### src/rtl/vip_dehaze_pkg.sv
`default_nettype none
// ============================================================================
// Module : vip_dehaze_pkg
// Brief  : Shared widths, FSM state type and helpers for the dehaze pipeline.
// Rev    : 1.0 - initial release
// ============================================================================
package vip_dehaze_pkg;

    localparam int PIX_W   = 8;
    localparam int COORD_W = 11;

    typedef enum logic [1:0] {
        IDLE   = 2'd0,
        ACCUM  = 2'd1,
        UPDATE = 2'd2
    } state_t;

    // One extra bit so (cand - A) is representable as a signed value.
    typedef logic signed [PIX_W:0] iir_t;

    function automatic logic [PIX_W-1:0] max3(
        input logic [PIX_W-1:0] a,
        input logic [PIX_W-1:0] b,
        input logic [PIX_W-1:0] c
    );
        logic [PIX_W-1:0] m;
        m = (a > b) ? a : b;
        return (m > c) ? m : c;
    endfunction

endpackage
`default_nettype wire

### src/rtl/vip_frame_pos_counter.sv
`default_nettype none
// ============================================================================
// Module : vip_frame_pos_counter
// Brief  : Pixel x/y position, frame-start detect and frame geometry check.
// Rev    : 1.0 - initial release
// ============================================================================
module vip_frame_pos_counter
    import vip_dehaze_pkg::*;
#(
    parameter logic [COORD_W-1:0] IMG_HDISP = 11'd800,
    parameter logic [COORD_W-1:0] IMG_VDISP = 11'd600
) (
    input  logic               clk,
    input  logic               rst_n,
    input  logic               vsync,
    input  logic               href,
    input  logic               clken,
    output logic               pix,
    output logic [COORD_W-1:0] x,
    output logic [COORD_W-1:0] y,
    output logic               frame_start,
    output logic               geom_err
);

    logic               vsync_q;
    logic               href_q;
    logic [COORD_W-1:0] x_q, x_d;
    logic [COORD_W-1:0] y_q, y_d;
    logic               line_err_q, line_err_d;
    logic               href_fall;
    logic               line_err_now;

    always_comb begin
        pix          = href & clken;
        href_fall    = href_q & ~href;
        frame_start  = vsync & ~vsync_q;
        line_err_now = href_fall && (x_q != IMG_HDISP);
        x_d          = x_q;
        y_d          = y_q;
        line_err_d   = line_err_q;
        if (frame_start) begin
            x_d        = '0;
            y_d        = '0;
            line_err_d = 1'b0;
        end else if (href_fall) begin
            x_d = '0;
            y_d = y_q + 11'd1;
            if (line_err_now) begin
                line_err_d = 1'b1;
            end
        end else if (pix) begin
            x_d = x_q + 11'd1;
        end
        // Valid only in the frame_start cycle; covers a bad line ending right now.
        geom_err = line_err_q | line_err_now | (y_q != IMG_VDISP);
    end

    always_ff @(posedge clk or negedge rst_n) begin
        if (!rst_n) begin
            vsync_q    <= 1'b0;
            href_q     <= 1'b0;
            x_q        <= '0;
            y_q        <= '0;
            line_err_q <= 1'b0;
        end else begin
            vsync_q    <= vsync;
            href_q     <= href;
            x_q        <= x_d;
            y_q        <= y_d;
            line_err_q <= line_err_d;
        end
    end

    assign x = x_q;
    assign y = y_q;

endmodule
`default_nettype wire

### src/rtl/vip_atmos_light_est.sv
`default_nettype none
// ============================================================================
// Module : vip_atmos_light_est
// Brief  : Per-frame atmospheric light estimate from the dark channel peak,
//          IIR-smoothed across frames and clamped; dark stream passed through.
// Rev    : 1.0 - initial release
// ============================================================================
module vip_atmos_light_est
    import vip_dehaze_pkg::*;
#(
    parameter logic [COORD_W-1:0] IMG_HDISP = 11'd800,
    parameter logic [COORD_W-1:0] IMG_VDISP = 11'd600,
    parameter logic [PIX_W-1:0]   A_INIT    = 8'd255,
    parameter logic [PIX_W-1:0]   A_MIN     = 8'd100,
    parameter int                 IIR_SHIFT = 2
) (
    input  logic         clk,
    input  logic         rst_n,
    input  logic         per_frame_vsync,
    input  logic         per_frame_href,
    input  logic         per_frame_clken,
    input  logic [7:0]   per_img_dark,
    input  logic [7:0]   per_img_red,
    input  logic [7:0]   per_img_green,
    input  logic [7:0]   per_img_blue,
    output logic         post_frame_vsync,
    output logic         post_frame_href,
    output logic         post_frame_clken,
    output logic [7:0]   post_img_dark,
    output logic [7:0]   atmospheric_light,
    output logic [10:0]  atmospheric_pos_x,
    output logic [10:0]  atmospheric_pos_y,
    output logic         light_valid,
    output logic         frame_err
);

    logic               pix;
    logic               frame_start;
    logic               geom_err;
    logic [COORD_W-1:0] x, y;

    vip_frame_pos_counter #(
        .IMG_HDISP (IMG_HDISP),
        .IMG_VDISP (IMG_VDISP)
    ) u_pos (
        .clk         (clk),
        .rst_n       (rst_n),
        .vsync       (per_frame_vsync),
        .href        (per_frame_href),
        .clken       (per_frame_clken),
        .pix         (pix),
        .x           (x),
        .y           (y),
        .frame_start (frame_start),
        .geom_err    (geom_err)
    );

    state_t             state_q, state_d;
    logic               first_frame_q, first_frame_d;
    logic [PIX_W-1:0]   cur_max_q, cur_max_d;
    logic [PIX_W-1:0]   cand_q, cand_d;
    logic [COORD_W-1:0] pos_x_q, pos_x_d;
    logic [COORD_W-1:0] pos_y_q, pos_y_d;
    logic               err_pend_q, err_pend_d;
    logic [PIX_W-1:0]   a_q, a_d;
    logic [COORD_W-1:0] a_pos_x_q, a_pos_x_d;
    logic [COORD_W-1:0] a_pos_y_q, a_pos_y_d;
    logic               light_valid_q, light_valid_d;
    logic               frame_err_q, frame_err_d;
    logic               pt_vsync_q, pt_vsync_d;
    logic               pt_href_q, pt_href_d;
    logic               pt_clken_q, pt_clken_d;
    logic [PIX_W-1:0]   pt_dark_q, pt_dark_d;

    logic [PIX_W-1:0]   rgb_max;
    iir_t               iir_diff;
    iir_t               iir_sum;
    logic [PIX_W-1:0]   a_raw;
    logic [PIX_W-1:0]   a_pub;
    logic               load;
    logic               clear;

    always_comb begin
        pt_vsync_d    = per_frame_vsync;
        pt_href_d     = per_frame_href;
        pt_clken_d    = per_frame_clken;
        pt_dark_d     = per_img_dark;

        state_d       = state_q;
        first_frame_d = first_frame_q;
        cur_max_d     = cur_max_q;
        cand_d        = cand_q;
        pos_x_d       = pos_x_q;
        pos_y_d       = pos_y_q;
        err_pend_d    = err_pend_q;
        a_d           = a_q;
        a_pos_x_d     = a_pos_x_q;
        a_pos_y_d     = a_pos_y_q;
        frame_err_d   = frame_err_q;
        light_valid_d = 1'b0;
        load          = 1'b0;
        clear         = 1'b0;

        rgb_max  = max3(per_img_red, per_img_green, per_img_blue);
        iir_diff = $signed({1'b0, cand_q}) - $signed({1'b0, a_q});
        iir_sum  = $signed({1'b0, a_q}) + (iir_diff >>> IIR_SHIFT);
        if (first_frame_q) begin
            a_raw = cand_q;
        end else begin
            a_raw = iir_sum[PIX_W] ? '0 : iir_sum[PIX_W-1:0];
        end
        a_pub = (a_raw < A_MIN) ? A_MIN : a_raw;

        case (state_q)
            IDLE: begin
                if (frame_start) begin
                    state_d = ACCUM;
                    clear   = 1'b1;
                end
            end
            ACCUM: begin
                if (frame_start) begin
                    state_d    = UPDATE;
                    err_pend_d = geom_err;
                end else if (pix && (per_img_dark > cur_max_q)) begin
                    load = 1'b1;
                end
            end
            UPDATE: begin
                state_d = ACCUM;
                clear   = 1'b1;
                // First pixel of the new frame competes against the cleared max of 0.
                load    = pix && (per_img_dark != '0);
                if (err_pend_q) begin
                    frame_err_d = 1'b1;
                end else begin
                    a_d           = a_pub;
                    a_pos_x_d     = pos_x_q;
                    a_pos_y_d     = pos_y_q;
                    light_valid_d = 1'b1;
                    frame_err_d   = 1'b0;
                    first_frame_d = 1'b0;
                end
            end
            default: begin
                state_d = IDLE;
            end
        endcase

        if (clear) begin
            cur_max_d = '0;
            cand_d    = '0;
            pos_x_d   = '0;
            pos_y_d   = '0;
        end
        if (load) begin
            cur_max_d = per_img_dark;
            cand_d    = rgb_max;
            pos_x_d   = x;
            pos_y_d   = y;
        end
    end

    always_ff @(posedge clk or negedge rst_n) begin
        if (!rst_n) begin
            state_q       <= IDLE;
            first_frame_q <= 1'b1;
            cur_max_q     <= '0;
            cand_q        <= '0;
            pos_x_q       <= '0;
            pos_y_q       <= '0;
            err_pend_q    <= 1'b0;
            a_q           <= A_INIT;
            a_pos_x_q     <= '0;
            a_pos_y_q     <= '0;
            light_valid_q <= 1'b0;
            frame_err_q   <= 1'b0;
            pt_vsync_q    <= 1'b0;
            pt_href_q     <= 1'b0;
            pt_clken_q    <= 1'b0;
            pt_dark_q     <= '0;
        end else begin
            state_q       <= state_d;
            first_frame_q <= first_frame_d;
            cur_max_q     <= cur_max_d;
            cand_q        <= cand_d;
            pos_x_q       <= pos_x_d;
            pos_y_q       <= pos_y_d;
            err_pend_q    <= err_pend_d;
            a_q           <= a_d;
            a_pos_x_q     <= a_pos_x_d;
            a_pos_y_q     <= a_pos_y_d;
            light_valid_q <= light_valid_d;
            frame_err_q   <= frame_err_d;
            pt_vsync_q    <= pt_vsync_d;
            pt_href_q     <= pt_href_d;
            pt_clken_q    <= pt_clken_d;
            pt_dark_q     <= pt_dark_d;
        end
    end

    assign post_frame_vsync  = pt_vsync_q;
    assign post_frame_href   = pt_href_q;
    assign post_frame_clken  = pt_clken_q;
    assign post_img_dark     = pt_dark_q;
    assign atmospheric_light = a_q;
    assign atmospheric_pos_x = a_pos_x_q;
    assign atmospheric_pos_y = a_pos_y_q;
    assign light_valid       = light_valid_q;
    assign frame_err         = frame_err_q;

endmodule
`default_nettype wire
### config.mk
export PLATFORM = sky130hd
export DESIGN_NAME = vip_atmos_light_est
export DESIGN_NICKNAME = d
export VERILOG_FILES = /design/src/rtl/vip_dehaze_pkg.sv /design/src/rtl/vip_frame_pos_counter.sv /design/src/rtl/vip_atmos_light_est.sv
export SDC_FILE = /design/constraint.sdc
export NUM_CORES = 1
export LEC_CHECK = 0
export CAP_MARGIN = 25
export CORE_MARGIN = 3
export CORE_UTILIZATION = 50
export DETAILED_ROUTE_END_ITERATION = 6
export PLACE_DENSITY = 0.8
export SYNTH_ARGS = -nofsm -noshare
export SYNTH_HDL_FRONTEND = slang
export SYNTH_SLANG_ARGS = --single-unit
### constraint.sdc
create_clock -name clk -period 4.07 [get_ports clk]
set_input_delay 1.221 -clock clk [delete_from_list [all_inputs] [get_ports clk]]
set_output_delay 1.221 -clock clk [all_outputs]
set_load 0.01 [all_outputs]
==> results.sh <==
export IMPL_drive_above_1_share=0.186
export IMPL_holdPathStages=2
export IMPL_power_density_nw_per_um2=765
export IMPL_fin_skew_ps=7.66
export IMPL_clk_pin_slew_worst_paths_ps=70
export IMPL_ios=80
export IMPL_tritoncts="done"
export IMPL_cts_made_buffers=9
export IMPL_required_ps=4350
export IMPL_p_seq_frac=0.234
export IMPL_crit_fanout=10
export IMPL_synth_area_um2=5900
export IMPL_cp_startpoint="atmospheric_light[3]$_DFFE_PN1P_"
export IMPL_crit_arrival_ps=4270
export IMPL_crit_path_end_kind="flip-flop"
export IMPL_period_needed_ps=3990
export IMPL_crit_buf_inv=1
export IMPL_path_cells="inv_1, ha_1, o21a_1, nor2_2, a21oi_2, and2_1, nand3_1, nand3_1, xor2_1, ha_1, a21o_1, a311o_1, or2_4, o31a_4, o32ai_1, o21ai_2, a21o_1"
export IMPL_fp_dieArea_um2=13100
export IMPL_comb_power_share=0.629
export IMPL_initial_utilization=0.515
export IMPL_p_switching_uw=2560
export IMPL_synthArstFlopShare=1.00
export IMPL_crit_family="compound AO/OA/AOI/OAI gates"
export IMPL_fin_area_um2=7880
export IMPL_crit_slowest_cell="dfstp_2"
export IMPL_fin_nets=816
export IMPL_hold_viol_final=0
export IMPL_yosysSeqAreaShare=0.460
export IMPL_leakagePower_uw=0.00381
export IMPL_final_util=0.687
export IMPL_hold_path_endpoint="atmospheric_pos_y[2]$_DFFE_PN0P_"
export IMPL_clock_sinks=108
export IMPL_track_usage=0.231
export IMPL_place_area_um2=7150
export IMPL_gr_total_overflow=0
export IMPL_antenna_found_initial=0
export IMPL_p_int_uw=3470
export IMPL_dpl_hpwl_um=10600
export IMPL_final_max_slew_viol_count=0
export IMPL_area_delta_synth_final_pct=33.6
export IMPL_r2r_end="atmospheric_light[2]$_DFFE_PN1P_"
export IMPL_grt_start_max_net_pins=81
export IMPL_fp_row_count=39
export IMPL_drt_pass1_iterations=7
export IMPL_clk_latency_ps=350
export IMPL_yosys_area_top_type="dfrtp_1"
export IMPL_yosys_register_bits=108
export IMPL_avgViaCountPerCell=5.90
export IMPL_diodes=0
export IMPL_synth_cell_types=61
export IMPL_yosysWarnings=0
export IMPL_die_y_um=115
export IMPL_cp_num_cells=17
export IMPL_cts_buffer_depth=2
export IMPL_first_global_vias=5297
export IMPL_finalSetupViolations=0
export IMPL_ant_nets=0
export IMPL_synthFlopType="dfrtp_1"
export IMPL_pwr_share_clk=0.137
export IMPL_slowest_delay_ps=560
export IMPL_port_buffers=79
export IMPL_ir_drop_mv=1.18
export IMPL_die_width_um=115
export IMPL_syn_avg_cell_area_um2=9.72
export IMPL_reg2reg_depth=17
export IMPL_core_um2=11500
export IMPL_grt_pass1_wl_um=24600
export IMPL_critPathLaunchType="flip-flop"
export IMPL_syn_nets=692
export IMPL_synth_edf_count=0
export IMPL_synthCells=607
export IMPL_r2r_slack_ps=80
export IMPL_routed_wirelength_um=15700
export IMPL_yosysTopAreaCellShare=0.420
export IMPL_cts_root_buf="clkbuf_16"
export IMPL_wire_per_inst_um=17.9
export IMPL_fin_crit_sh=0.980
export IMPL_drt_iter0_markers=433
export IMPL_synthTopCellsByArea="dfrtp_1 (42%), ha_1 (10%), nand2_1 (5.5%)"
export IMPL_drc=0
export IMPL_fmax_mhz=251
export IMPL_htreeDepth=3
export IMPL_globalplace_congestion=0.859
export IMPL_hold_path_class="flip-flop to flip-flop"
export IMPL_outcome="finished clean"
export IMPL_cts_hold_buf=0
export IMPL_maxCapViolCount=0
export IMPL_num_vias=5190
export IMPL_relSlewSlack=0.680
export IMPL_worstSetupPathType="flip-flop to flip-flop"
export IMPL_switching_share=0.425
export IMPL_hp_start="pos_y_q[2]$_DFFE_PN0P_"
export IMPL_rr_startpoint="atmospheric_light[3]$_DFFE_PN1P_"
export IMPL_max_slew_worst_pin_slew_ps=479
export IMPL_fill_cells=822
sequential cells by signal, indices dropped and copies added, names as in the netlist, 8 cells and up:
register,cells
atmospheric_light,8
atmospheric_pos_x,11
atmospheric_pos_y,11
cand_q,8
cur_max_q,8
pos_x_q,11
pos_y_q,11
post_img_dark,8
u_pos.x,11
u_pos.y,11
final cells by class:
cell class	count	area, µm²	share of cell area
tap	143	179	0.0227
clock buffer	11	243	0.0308
timing repair buffer	133	1280	0.162
clock inverter	5	35.0	0.00444
inverter	55	206	0.0262
multi-input combinational	424	3230	0.410
sequential	108	2710	0.344
cell usage after synthesis, types with 11 or more instances:
cell type	n
xor2_1	17
o32ai_1	11
nand2_1	87
a22o_1	30
ha_1	47
nor2_1	44
a21oi_1	35
a211oi_1	18
inv_1	54
dfrtp_1	99
clkbuf_1	16
a21o_1	18
nand4_1	14
cell families after synthesis:
group	synth area share
adder cells (fa/ha/maj)	0.103
flip-flops	0.460
multiplexers	0.00551
XOR/XNOR	0.0356
AO/OA/AOI/OAI	0.189
AND/OR/NAND/NOR	0.157
buffers and inverters	0.0500
cell usage in the layout, fill, tap and decap left out, drive strengths merged, types with 5 or more instances in the layout:
| cell type | synthesis | final |
|---|---|---|
| o32ai | 11 | 11 |
| dfstp | 9 | 9 |
| ha | 47 | 47 |
| a211oi | 18 | 18 |
| buf | 3 | 55 |
| xor2 | 17 | 17 |
| nor2 | 45 | 45 |
| clkbuf | 16 | 13 |
| nand4 | 14 | 14 |
| a22o | 30 | 30 |
| inv | 54 | 55 |
| a21o | 18 | 18 |
| or3 | 5 | 5 |
| xnor2 | 7 | 7 |
| o21a | 7 | 7 |
| and3 | 7 | 7 |
| nor3 | 8 | 8 |
| o21ai | 11 | 11 |
| a21oi | 35 | 35 |
| nor2b | 5 | 5 |
| dlymetal6s2s | 0 | 14 |
| o41ai | 5 | 5 |
| dfrtp | 99 | 99 |
| clkdlybuf4s50 | 0 | 62 |
| nand3 | 6 | 6 |
| nand2 | 87 | 87 |
worst register-to-register path, cell delays in order, from the launching register on:
cell and delay [ps]:
dfstp_2 560, inv_1 60, ha_1 320, o21a_1 140, nor2_2 180, a21oi_2 70, and2_1 200, nand3_1 100
nand3_1 100, xor2_1 160, ha_1 300, a21o_1 190, a311o_1 360, or2_4 260, o31a_4 170, o32ai_1 370
o21ai_2 180, a21o_1 190
how the worst max path moves through the flow:
| stage | end | slack (ps) |
|---|---|---|
| floorplan | cand_q[0]$_DFFE_PN0P_ | 20 |
| global placement | cand_q[1]$_DFFE_PN0P_ | -410 |
| detailed placement | cand_q[6]$_DFFE_PN0P_ | -640 |
| CTS | cand_q[5]$_DFFE_PN0P_ | 10 |
| global route | atmospheric_light[3]$_DFFE_PN1P_ | -70 |
| finish | atmospheric_light[2]$_DFFE_PN1P_ | 80 |
per-layer routing:
metal / share of wire / track usage / vias up
li1: - / - / 2393
met1: 0.40 / 0.277 / 2565
met2: 0.52 / 0.400 / 182
met3: 0.053 / 0.0476 / 50
met4: 0.029 / 0.102 / 0
met5: 0 / 0 / -
repair_timing:
action                     in CTS  in global routing
resized for setup              23                 55
buffers inserted                2                  7
pin swaps                      20                 24
setup endpoints to repair       8                 16
per-stage QoR:
stage	power, µW	TNS (ps)	setup slack, ps	cells	hold WS, ps
after detailed placement	4700	-4780	-637	853	461
final	6030	0	81.3	879	474
after CTS	5590	0	10.7	871	479
after floorplan	3730	0	15.1	607	439
after global placement	4520	-3200	-409	853	456
after global routing	6420	-244	-72.7	879	501
power groups by stage:
| stage | clock [µW] | combinational (µW) | sequential, µW |
|---|---|---|---|
| CTS | 840 | 3340 | 1400 |
| detailed placement | 0 | 3280 | 1420 |
| global placement | 0 | 3110 | 1420 |
| floorplan | 0 | 2310 | 1410 |
| finish | 825 | 3790 | 1410 |
| global route | 885 | 4100 | 1430 |
No activity file was read; power rests on OpenSTA's default activity.
